<file path="src/rtl/coherence_pkg.sv">
// Shared definitions for the snooping-coherence bus controller.
// Holds the bus codes, the cache line state codes, the field widths of the
// request, instruction and bus words, the controller FSM states and a small
// modulo-3 index helper used by the round-robin arbiter.
package coherence_pkg;

    localparam int NPROC     = 3;
    localparam int IDX_W     = 2;
    localparam int CODE_W    = 2;
    localparam int TAG_W     = 3;
    localparam int VAL_W     = 4;
    localparam int REQ_W     = 1 + TAG_W + VAL_W;          // {op, tag, value}
    localparam int WORD_W    = CODE_W + TAG_W + VAL_W;     // {code, tag, value}
    localparam int INSTR_W   = 1 + IDX_W + TAG_W + VAL_W;  // {op, idx, tag, value}
    localparam int MEM_DEPTH = 8;

    localparam logic [CODE_W-1:0] CODE_READ_MISS  = 2'b01;
    localparam logic [CODE_W-1:0] CODE_WRITE_BACK = 2'b10;
    localparam logic [CODE_W-1:0] CODE_READ_HIT   = 2'b11;

    typedef enum logic [1:0] {
        CS_INVALID  = 2'b00,
        CS_SHARED   = 2'b01,
        CS_MODIFIED = 2'b10
    } cache_state_e;

    typedef enum logic [2:0] {
        ST_IDLE,
        ST_S0,
        ST_S1,
        ST_S2,
        ST_S3
    } ctrl_state_e;

    typedef struct packed {
        logic [CODE_W-1:0] code;
        logic [TAG_W-1:0]  tag;
        logic [VAL_W-1:0]  value;
    } bus_word_t;

    // (base + off) mod 3, for base in 0..2 and off in 0..3.
    function automatic logic [IDX_W-1:0] idx_add(input logic [IDX_W-1:0] base,
                                                 input logic [IDX_W-1:0] off);
        logic [IDX_W:0] s;
        s = {1'b0, base} + {1'b0, off};
        if (s >= 3'd3) s = s - 3'd3;
        return s[IDX_W-1:0];
    endfunction

endpackage

</file>
<file path="src/rtl/coherence_bus_ctrl_if.sv">
// Bus bundle between the coherence controller and the processors/caches.
//   req, req_instr  : per-processor requests and packed {op, tag, value} words
//   ack, busy       : transaction handshake back to the processors
//   step            : coherence phase broadcast to every cache
//   instruction     : latched {op, grant_idx, tag, value} broadcast to caches
//   bus_out         : packed outBus words from every cache
//   in_bus          : merged bus word driven to every cache inBus
//   bus_err         : sticky multiple-write-back flag
// The controller uses the slave modport; the processor/cache side uses master.
interface coherence_bus_ctrl_if;
    import coherence_pkg::*;

    logic [NPROC-1:0]        req;
    logic [NPROC*REQ_W-1:0]  req_instr;
    logic [NPROC-1:0]        ack;
    logic                    busy;
    logic [1:0]              step;
    logic [INSTR_W-1:0]      instruction;
    logic [NPROC*WORD_W-1:0] bus_out;
    logic [WORD_W-1:0]       in_bus;
    logic                    bus_err;

    modport master (
        output req, req_instr, bus_out,
        input  ack, busy, step, instruction, in_bus, bus_err
    );

    modport slave (
        input  req, req_instr, bus_out,
        output ack, busy, step, instruction, in_bus, bus_err
    );

endinterface

</file>
<file path="src/rtl/rr_arbiter3.sv">
// Three-way round-robin arbiter.
//   req   : request vector, bit i = processor i
//   last  : index of the most recent grant
//   grant : one-hot grant, idx : its index, valid : some request was granted
// Search starts at (last + 1) mod 3 and wraps.
module rr_arbiter3 import coherence_pkg::*; (
    input  logic [NPROC-1:0] req,
    input  logic [IDX_W-1:0] last,
    output logic [NPROC-1:0] grant,
    output logic [IDX_W-1:0] idx,
    output logic             valid
);

    logic [IDX_W-1:0] cand;

    always_comb begin
        grant = '0;
        idx   = '0;
        valid = 1'b0;
        cand  = '0;
        for (int k = 1; k <= NPROC; k++) begin
            cand = idx_add(last, IDX_W'(k));
            if (!valid && req[cand]) begin
                valid       = 1'b1;
                idx         = cand;
                grant[cand] = 1'b1;
            end
        end
    end

endmodule

</file>
<file path="src/rtl/coherence_bus_ctrl.sv">
// Snooping-coherence bus controller for three processor/cache pairs.
// Grants one requester at a time (round robin), broadcasts its instruction
// and walks the caches through four coherence phases S0..S3. At the end of
// S0..S2 the caches' outBus words are merged into in_bus; write-backs update
// the 8-entry backing memory, and a read miss left unanswered by the snoop
// phase is served from memory at the end of S2.
//   clock, reset : system clock, synchronous active-high reset
//   bus          : slave side of coherence_bus_ctrl_if
module coherence_bus_ctrl import coherence_pkg::*; #(
    parameter logic [CODE_W-1:0] READ_MISS  = CODE_READ_MISS,
    parameter logic [CODE_W-1:0] READ_HIT   = CODE_READ_HIT,
    parameter logic [CODE_W-1:0] WRITE_BACK = CODE_WRITE_BACK
) (
    input  logic                 clock,
    input  logic                 reset,
    coherence_bus_ctrl_if.slave  bus
);

    ctrl_state_e        state, state_nxt;
    logic [IDX_W-1:0]   last_grant;
    logic [IDX_W-1:0]   grant_idx;
    logic [INSTR_W-1:0] instr_r;
    bus_word_t          in_bus_r;
    logic               bus_err_r;
    logic [VAL_W-1:0]   mem [MEM_DEPTH];

    logic [NPROC-1:0]   arb_grant;
    logic [IDX_W-1:0]   arb_idx;
    logic               arb_valid;

    logic [REQ_W-1:0]   req_word   [NPROC];
    bus_word_t          cache_word [NPROC];
    bus_word_t          wb_word, gnt_word, merged;
    logic               wb_any;
    logic [1:0]         wb_cnt;
    logic               phase_active, rd_fill;

    logic [1:0]         step;
    logic               busy;
    logic [NPROC-1:0]   ack;

    rr_arbiter3 u_arb (
        .req   (bus.req),
        .last  (last_grant),
        .grant (arb_grant),
        .idx   (arb_idx),
        .valid (arb_valid)
    );

    always_comb begin
        for (int i = 0; i < NPROC; i++) begin
            req_word[i]   = bus.req_instr[i*REQ_W +: REQ_W];
            cache_word[i] = bus.bus_out[i*WORD_W +: WORD_W];
        end
    end

    // Merge: lowest-index write-back wins, then the granted cache's own
    // word unless it is idle, else an idle word.
    always_comb begin
        wb_any   = 1'b0;
        wb_cnt   = '0;
        wb_word  = '0;
        merged   = '{code: READ_HIT, tag: '0, value: '0};
        for (int i = 0; i < NPROC; i++) begin
            if (cache_word[i].code == WRITE_BACK) begin
                if (!wb_any) wb_word = cache_word[i];
                wb_any = 1'b1;
                wb_cnt = wb_cnt + 2'd1;
            end
        end
        gnt_word = cache_word[grant_idx];
        if (wb_any)
            merged = wb_word;
        else if (gnt_word.code != READ_HIT)
            merged = gnt_word;
    end

    assign phase_active = (state == ST_S0) || (state == ST_S1) || (state == ST_S2);
    // in_bus still holds the S1 merge while in S2.
    assign rd_fill = (state == ST_S2) && !wb_any && (in_bus_r.code == READ_MISS);

    always_comb begin
        state_nxt = state;
        step      = 2'b11;
        busy      = 1'b0;
        ack       = '0;
        case (state)
            ST_IDLE: if (arb_valid) state_nxt = ST_S0;
            ST_S0: begin state_nxt = ST_S1;   step = 2'b00; busy = 1'b1; end
            ST_S1: begin state_nxt = ST_S2;   step = 2'b01; busy = 1'b1; end
            ST_S2: begin state_nxt = ST_S3;   step = 2'b10; busy = 1'b1; end
            ST_S3: begin
                state_nxt = ST_IDLE;
                busy      = 1'b1;
                ack       = NPROC'(1) << grant_idx;
            end
            default: state_nxt = ST_IDLE;
        endcase
    end

    always_ff @(posedge clock) begin
        if (reset) begin
            state      <= ST_IDLE;
            last_grant <= 2'd2;
            grant_idx  <= '0;
            instr_r    <= '0;
            in_bus_r   <= '{code: READ_HIT, tag: '0, value: '0};
            bus_err_r  <= 1'b0;
            for (int i = 0; i < MEM_DEPTH; i++) mem[i] <= '0;
        end else begin
            state <= state_nxt;
            if (state == ST_IDLE && arb_valid) begin
                last_grant <= arb_idx;
                grant_idx  <= arb_idx;
                instr_r    <= {req_word[arb_idx][REQ_W-1], arb_idx,
                               req_word[arb_idx][REQ_W-2:0]};
            end
            if (phase_active) begin
                if (wb_cnt >= 2'd2) bus_err_r <= 1'b1;
                if (wb_any) mem[wb_word.tag] <= wb_word.value;
                if (rd_fill)
                    in_bus_r <= '{code: READ_MISS, tag: in_bus_r.tag,
                                  value: mem[in_bus_r.tag]};
                else
                    in_bus_r <= merged;
            end
        end
    end

    assign bus.step        = step;
    assign bus.busy        = busy;
    assign bus.ack         = ack;
    assign bus.instruction = instr_r;
    assign bus.in_bus      = in_bus_r;
    assign bus.bus_err     = bus_err_r;

endmodule

</file>
<file path="src/flat_wrapper.sv">
// flat-port wrapper written by rule: the top's interface ports become plain ports
module coherence_bus_ctrl_flat import coherence_pkg::*;
#(
    parameter logic [CODE_W-1:0] READ_MISS  = CODE_READ_MISS,
    parameter logic [CODE_W-1:0] READ_HIT   = CODE_READ_HIT,
    parameter logic [CODE_W-1:0] WRITE_BACK = CODE_WRITE_BACK
)
  (clock, reset, bus_req, bus_req_instr, bus_bus_out, bus_ack, bus_busy, bus_step, bus_instruction, bus_in_bus, bus_bus_err);
  coherence_bus_ctrl_if bus_i ();
  input  logic clock;
  input  logic reset;
  input wire logic [$bits(bus_i.req)-1:0] bus_req;
  input wire logic [$bits(bus_i.req_instr)-1:0] bus_req_instr;
  input wire logic [$bits(bus_i.bus_out)-1:0] bus_bus_out;
  output wire logic [$bits(bus_i.ack)-1:0] bus_ack;
  output wire logic [$bits(bus_i.busy)-1:0] bus_busy;
  output wire logic [$bits(bus_i.step)-1:0] bus_step;
  output wire logic [$bits(bus_i.instruction)-1:0] bus_instruction;
  output wire logic [$bits(bus_i.in_bus)-1:0] bus_in_bus;
  output wire logic [$bits(bus_i.bus_err)-1:0] bus_bus_err;
  assign bus_i.req = bus_req;
  assign bus_i.req_instr = bus_req_instr;
  assign bus_i.bus_out = bus_bus_out;
  assign bus_ack = bus_i.ack;
  assign bus_busy = bus_i.busy;
  assign bus_step = bus_i.step;
  assign bus_instruction = bus_i.instruction;
  assign bus_in_bus = bus_i.in_bus;
  assign bus_bus_err = bus_i.bus_err;
  coherence_bus_ctrl #(.READ_MISS(READ_MISS), .READ_HIT(READ_HIT), .WRITE_BACK(WRITE_BACK)) u_core (.clock(clock), .reset(reset), .bus(bus_i));
endmodule
</file>
<file path="config.mk">
export PLATFORM = sky130hd
export DESIGN_NAME = coherence_bus_ctrl_flat
export DESIGN_NICKNAME = d
export VERILOG_FILES = /design/src/rtl/coherence_pkg.sv /design/src/rtl/coherence_bus_ctrl_if.sv /design/src/rtl/rr_arbiter3.sv /design/src/rtl/coherence_bus_ctrl.sv /design/src/flat_wrapper.sv
export SDC_FILE = /design/constraint.sdc
export NUM_CORES = 1
export LEC_CHECK = 0
export ABC_AREA = 1
export CAP_MARGIN = 30
export CORE_UTILIZATION = 35
export DETAILED_ROUTE_END_ITERATION = 8
export PLACE_DENSITY_LB_ADDON = 0.15
export SLEW_MARGIN = 0
export SYNTH_ARGS = -nofsm -noshare
export SYNTH_HDL_FRONTEND = slang
export SYNTH_SLANG_ARGS = --single-unit
</file>
<file path="constraint.sdc">
create_clock -name clock -period 4 [get_ports clock]
set_input_delay 1 -clock clock [delete_from_list [all_inputs] [get_ports clock]]
set_output_delay 1 -clock clock [all_outputs]
set_load 0.02 [all_outputs]
</file>
==> summary.txt <==
Pwr
  – Clock share of power: 17.5%
  – P_leak: 1.96 nW
  – VDD IR max: 0.348 mV
  – Reg power frac: 26.9%
  – Switch Pwr: 0.00153 W
  – PwrDens: 713 nW/um2
  – Comb power frac: 55.5%
  – Sw Ratio: 46.4%
  – Internal power: 0.00176 W

STA
  – Setup violators final: 0
  – Period utilization: 75.5%
  – Clock Skew: 0.00740 ns
  – Final period demand of the worst path: 3.02 ns
  – Relative slew slack: 55.1%
  – Final-report hold violation count: 0
  – Actual slew at the worst max-slew pin: 0.671 ns
  – Slew Limit Fails: 0
  – Setup_tns: 0 ns
  – RSZ-0062 raised after global routing: no
  – Fmax: 331 MHz
  – Post-route setup slack: 0.978 ns

Critical path
  – Crit. End Element: register
  – CP Data Arrival Time: 3.06 ns
  – CP Launch Type: primary input
  – R2r worst-path depth: 15
  – Required @ worst endpoint: 4.03 ns
  – CP max FO: 11
  – Crit Path Class: in -> reg

Die
  – Die Span Y: 102 um
  – Initial Utilization: 35.9%
  – I/O pin total: 82
  – Core footprint: 9730 um2
  – Die area: 10,400 um2
  – Row count: 36
  – Die X: 102 um

Clock tree
  – CTS Hold Buffers Added: 0
  – Total clock buffers created by CTS: 9
  – CTS-repair resized insts: 0
  – Clock Latency Late Sink: 0.34 ns
  – Number of setup buffers added after CTS: 0
  – CTS max path bufs: 2
  – Htree depth: 3
  – CTS tree: yes
  – Clock sinks: 59
  – Root Buffer: clkbuf_8
  – Clk pin slew, worst setup/hold paths: 0.07 ns

Drt
  – DRT antenna net count: 0
  – Via-to-Cell Ratio: 4.88
  – DR iter-0 viols: 124
  – Final wirelength: 9590 um
  – WL per Instance: 13.6 um
  – Drc violations: 0
  – Vias: 3,443
  – First-pass DRT Iterations: 5

Place
  – DP Area: 4410 um2
  – Gp weighted congestion: 0.896
  – Post-placement cell count: 691
  – Place WS: 0.677 ns
  – Hpwl dp: 7350 um
  – IO Port Bufs: 81

Synth
  – Register bit total from synthesis: 59
  – Syn_nets: 547
  – Netlist area before placement: 3490 um2
  – Synth top area share: 27.5%
  – Synth warn: 0
  – Sequential fraction of the synthesis area: 43.0%
  – Post-synth cell types: 30
  – Largest cells by area after synthesis: edfxtp_1, dfxtp_1, nor2_1, nand2_1, inv_1
  – Post-Syn Instances: 488
  – Synthesized area per cell: 7.15 um2
  – Synth area leader: edfxtp_1

Cells and area
  – Layout Nets: 628
  – Leading cell types in the layout, fill and taps excluded: nor2_1, nand2_1, clkdlybuf4s50_1
  – Area grow syn2layout: 32.1%
  – Share of cells above drive strength 1: 9.25%
  – Post-route cell area: 4610 um2
  – # diodes: 0
  – Commonest non-fill, non-tap cell in the layout: nor2_1
  – Finished Layout Cells: 706

GRT
  – Largest net degree at the start of global routing: 20
  – Initial antenna violation count: 0
  – Total grt overflow: 0
  – Global-route wire length before repair: 15,800 um
  – Total track usage: 20.0%
  – Vias in the first global route: 3,288

Hold path
  – Worst Hold Path Cells: 2
  – Worst hold path type: reg -> reg

Run status
  – Status: finished, final reports clean

Run
  – Max-cap viol count: 0
[final timing paths]
path                             startpoint                        end  slack, ns
hold reg to reg          u_core.bus.bus_err         u_core.bus.bus_err       0.49
setup / recovery             bus_bus_out[7]           u_core.mem[1][3]       0.98
hold / removal           u_core.bus.bus_err         u_core.bus.bus_err       0.49
setup reg to reg  u_core.bus.instruction[7]  u_core.bus.instruction[3]       1.36
[state kept, by name (all words and copies together) (netlist names), named ones only]
signal,count
u_core.bus.bus_err,1
u_core.bus.in_bus,9
u_core.bus.instruction,10
u_core.last_grant,1
u_core.mem,32
u_core.state,3
[per-layer routing]
metal | track usage, % | vias up | wire length, um
li1 | - | 1740 | -
met1 | 27.1 | 1561 | 4580
met2 | 31.9 | 131 | 4180
met3 | 4.45 | 11 | 707
met4 | 6.37 | 0 | 119
met5 | 0 | - | 0
[power groups by stage]
stage | registers, W | logic, W | clock network [W]
after floorplan | 0.000929 | 0.00127 | 0
after global placement | 0.000894 | 0.00182 | 0
after detailed placement | 0.000898 | 0.00183 | 0
after CTS | 0.000886 | 0.00184 | 0.000584
after global routing | 0.000904 | 0.00205 | 0.000610
final | 0.000884 | 0.00182 | 0.000576
[area by class of cell]
cell class / count / area, um2
Clock buffer: 9 / 124
Tap cell: 133 / 166
Timing Repair Buffer: 84 / 833
Sequential cell: 59 / 1500
Clock inverter: 6 / 81.3
Fill cell: 980 / 5120
Inverter: 53 / 199
Multi-Input combinational cell: 362 / 1710
[kinds of logic (layout without fill, tap and decap cells)]
kind of cell | after synthesis | in the layout | synth area share [%]
AOI/OAI and AO/OA | 72 | 72 | 12.7
adders and majority gates | 3 | 3 | 1.08
buffers and inverters | 67 | 152 | 8.10
DFF | 59 | 59 | 43.0
and+or+nand+nor | 287 | 287 | 35.1
[worst max-delay path, stage by stage]
cell and delay, ns:
clkdlybuf4s50_1 0.47, or2_1 0.34, nand2_1 0.17, nor2_4 0.26, inv_2 0.07, nand3_1 0.09
o21ai_2 0.09, nor2_1 0.20, nand2_1 0.17, nand2_1 0.20
[cells in the mapped netlist]
cell / number
nor2_1: 119
nand2_1: 105
inv_1: 44
edfxtp_1: 32
nand3_1: 32
o21ai_0: 29
dfxtp_1: 27
a21oi_1: 12
inv_2: 9
clkbuf_1: 8
nand2_2: 8
o211ai_1: 8
o21bai_1: 8
a21oi_2: 7
nand4_1: 5
nor3_1: 5
nor2_2: 4
nor2_4: 4
a31oi_1: 3
buf_6: 3
ha_1: 3
a221oi_1: 2
buf_4: 2
nand2_4: 2
o21ai_1: 2
buf_2: 1
nand3_2: 1
nor3_2: 1
o21ai_2: 1
or2_1: 1
[per-stage QoR]
stage | hold WS (ns) | total power, W | utilization (%)
after floorplan | 0.488 | 0.00220 | -
after global placement | 0.463 | 0.00272 | 45.3
final | 0.491 | 0.00329 | 47.4
after CTS | 0.480 | 0.00331 | 47.4
after detailed placement | 0.471 | 0.00273 | 45.3
after global routing | 0.508 | 0.00357 | 47.4
No activity file was read; power rests on OpenSTA's default activity.
==> edit: new RTL, config.mk and constraints unchanged <==
Reset style: asynchronous (`reset`), changed in one clocked block. Comments in the files are not updated.
--- a/src/rtl/coherence_bus_ctrl.sv
+++ b/src/rtl/coherence_bus_ctrl.sv
@@ -99,5 +99,5 @@
     end
 
-    always_ff @(posedge clock) begin
+    always_ff @(posedge clock or posedge reset) begin
         if (reset) begin
             state      <= ST_IDLE;
Formal check against the unedited RTL: differs if reset is asserted again (counterexample within 4 cycles, from zero or initial values and one cycle with reset high); with reset held inactive, the same outputs for 4 cycles.
==> edit against the original RTL <==
Design area shrank 0.24%. Critical path type is now reg2out. Register-to-register slack is essentially flat. Combinational power grew 26%. Sequential cell count shrank 3. First-iteration DRC count grew 2.4%. Die area grew 1.4%. Worst setup slack lost 0.22 ns. Non-clock buffer count is the same. Final cell count shrank 0.57%. Power grew 14%. Area after synthesis grew 1.4%. Clock power shrank 36%. Routed wire length grew 3.4%.
==> edit: results (changes against the original RTL) <==
- Worst R2R Start: u_core.bus.instruction[7]
- Worst Hold Endpoint: u_core.mem[8]
- Global-route wire length before repair: 16.5 mm (+4.6%)
- Synth Area in Adders: 1.41% (+0.34 points)
- Leakage dissipation: 2.17 nW (+11%)
- Count of sequential standard cells: 56 (-5.1%)
- Share of final-layout standard cells stronger than drive strength 1: 12.0% (+2.7 points)
- Clock buffer count: 6 (-3)
- Switching Fraction: 49.3% (+2.9 points)
- Maximum number of pins on one net before global-route repair: 34 (+70%)
- Routed wire length: 9.92 mm (+3.4%)
- Hold wc startpoint: u_core.mem[8]
- Syn nets: 546 (-0.18%)
- Hold Slack: 0.494 ns (+0.00315 ns)
- Peak supply drop: 520 uV (+49%)
- Initial DRT Pass Iterations: 4 (-1)
- R2r endpoint: u_core.bus.instruction[9]
- Count of vias placed by the detailed router: 3,399 (-1.3%)
- Clock Network Area Fraction: 2.34% (-2.1 points)
- Top post-synthesis cells by area: dfrtp_1 37%, nand2_1 13%, inv_1 6.5%, nand3_1 4.8%, o21ai_0 4.8%
- Wire per inst: 14.1 um (+4.0%)
- Fraction of the mapped netlist area in compound gates: 19.0% (+6.3 points)
- Result of the run: finished, final reports clean
- Cell family with the largest share of critical-path delay: buffers and inverters
- Final core utilization: 47.1% (-0.33 points)
- Initial DRC count: 127 (+2.4%)
- Top cell types by occurrence after synthesis: 121 x nand2_1, 61 x inv_1, 53 x dfrtp_1, 35 x nor2_1
- Count of mapped cells out of synthesis: 486 (-0.41%)
- Share of flip-flops with an asynchronous set or reset: 100% (+100 points)
- Worst setup skew after layout: 0.00738 ns (-0.0000153 ns)
- Placer's final routability congestion estimate: 0.895 (-0.15%)
- Total number of H-tree levels: 2 (-1)
- Rel. slew slack: 51.1% (-4.0 points)
- CP arrival: 2.25 ns (-0.81 ns)
- Clock slew seen by the registers of the worst setup and hold paths: 0.10 ns (+0.03 ns)
-- edit: cell types whose count changed after synthesis, sizes merged, moves of 9 or more --
cell	before	now
nor2	127	46
dfrtp	0	53
edfxtp	32	0
o21ai	32	64
dfxtp	27	0
inv	53	75
nand2	115	132
a21oi	19	31
nand3	33	42
-- edit: worst max path at each step --
stage                               from                  to  cells after the start
2_1_floorplan                      reset  u_core.bus.bus_err                      1
3_3_place_gp   u_core.bus.instruction[7]          bus_ack[0]                      4
3_5_place_dp              bus_bus_out[7]      u_core.mem[13]                     11
4_1_cts        u_core.bus.instruction[7]          bus_ack[0]                      4
5_1_grt        u_core.bus.instruction[7]          bus_ack[0]                      4
6_report       u_core.bus.instruction[7]          bus_ack[0]                      4
-- edit: metal layers --
layer	share of wire, %	GRT usage, %	routed length, um	up-vias
met5	0	0	0	-
met4	1.2	4.29	116	0
met3	5.8	5.02	572	10
met2	49	35.5	4830	89
met1	44	25.3	4410	1567
li1	-	-	-	1733
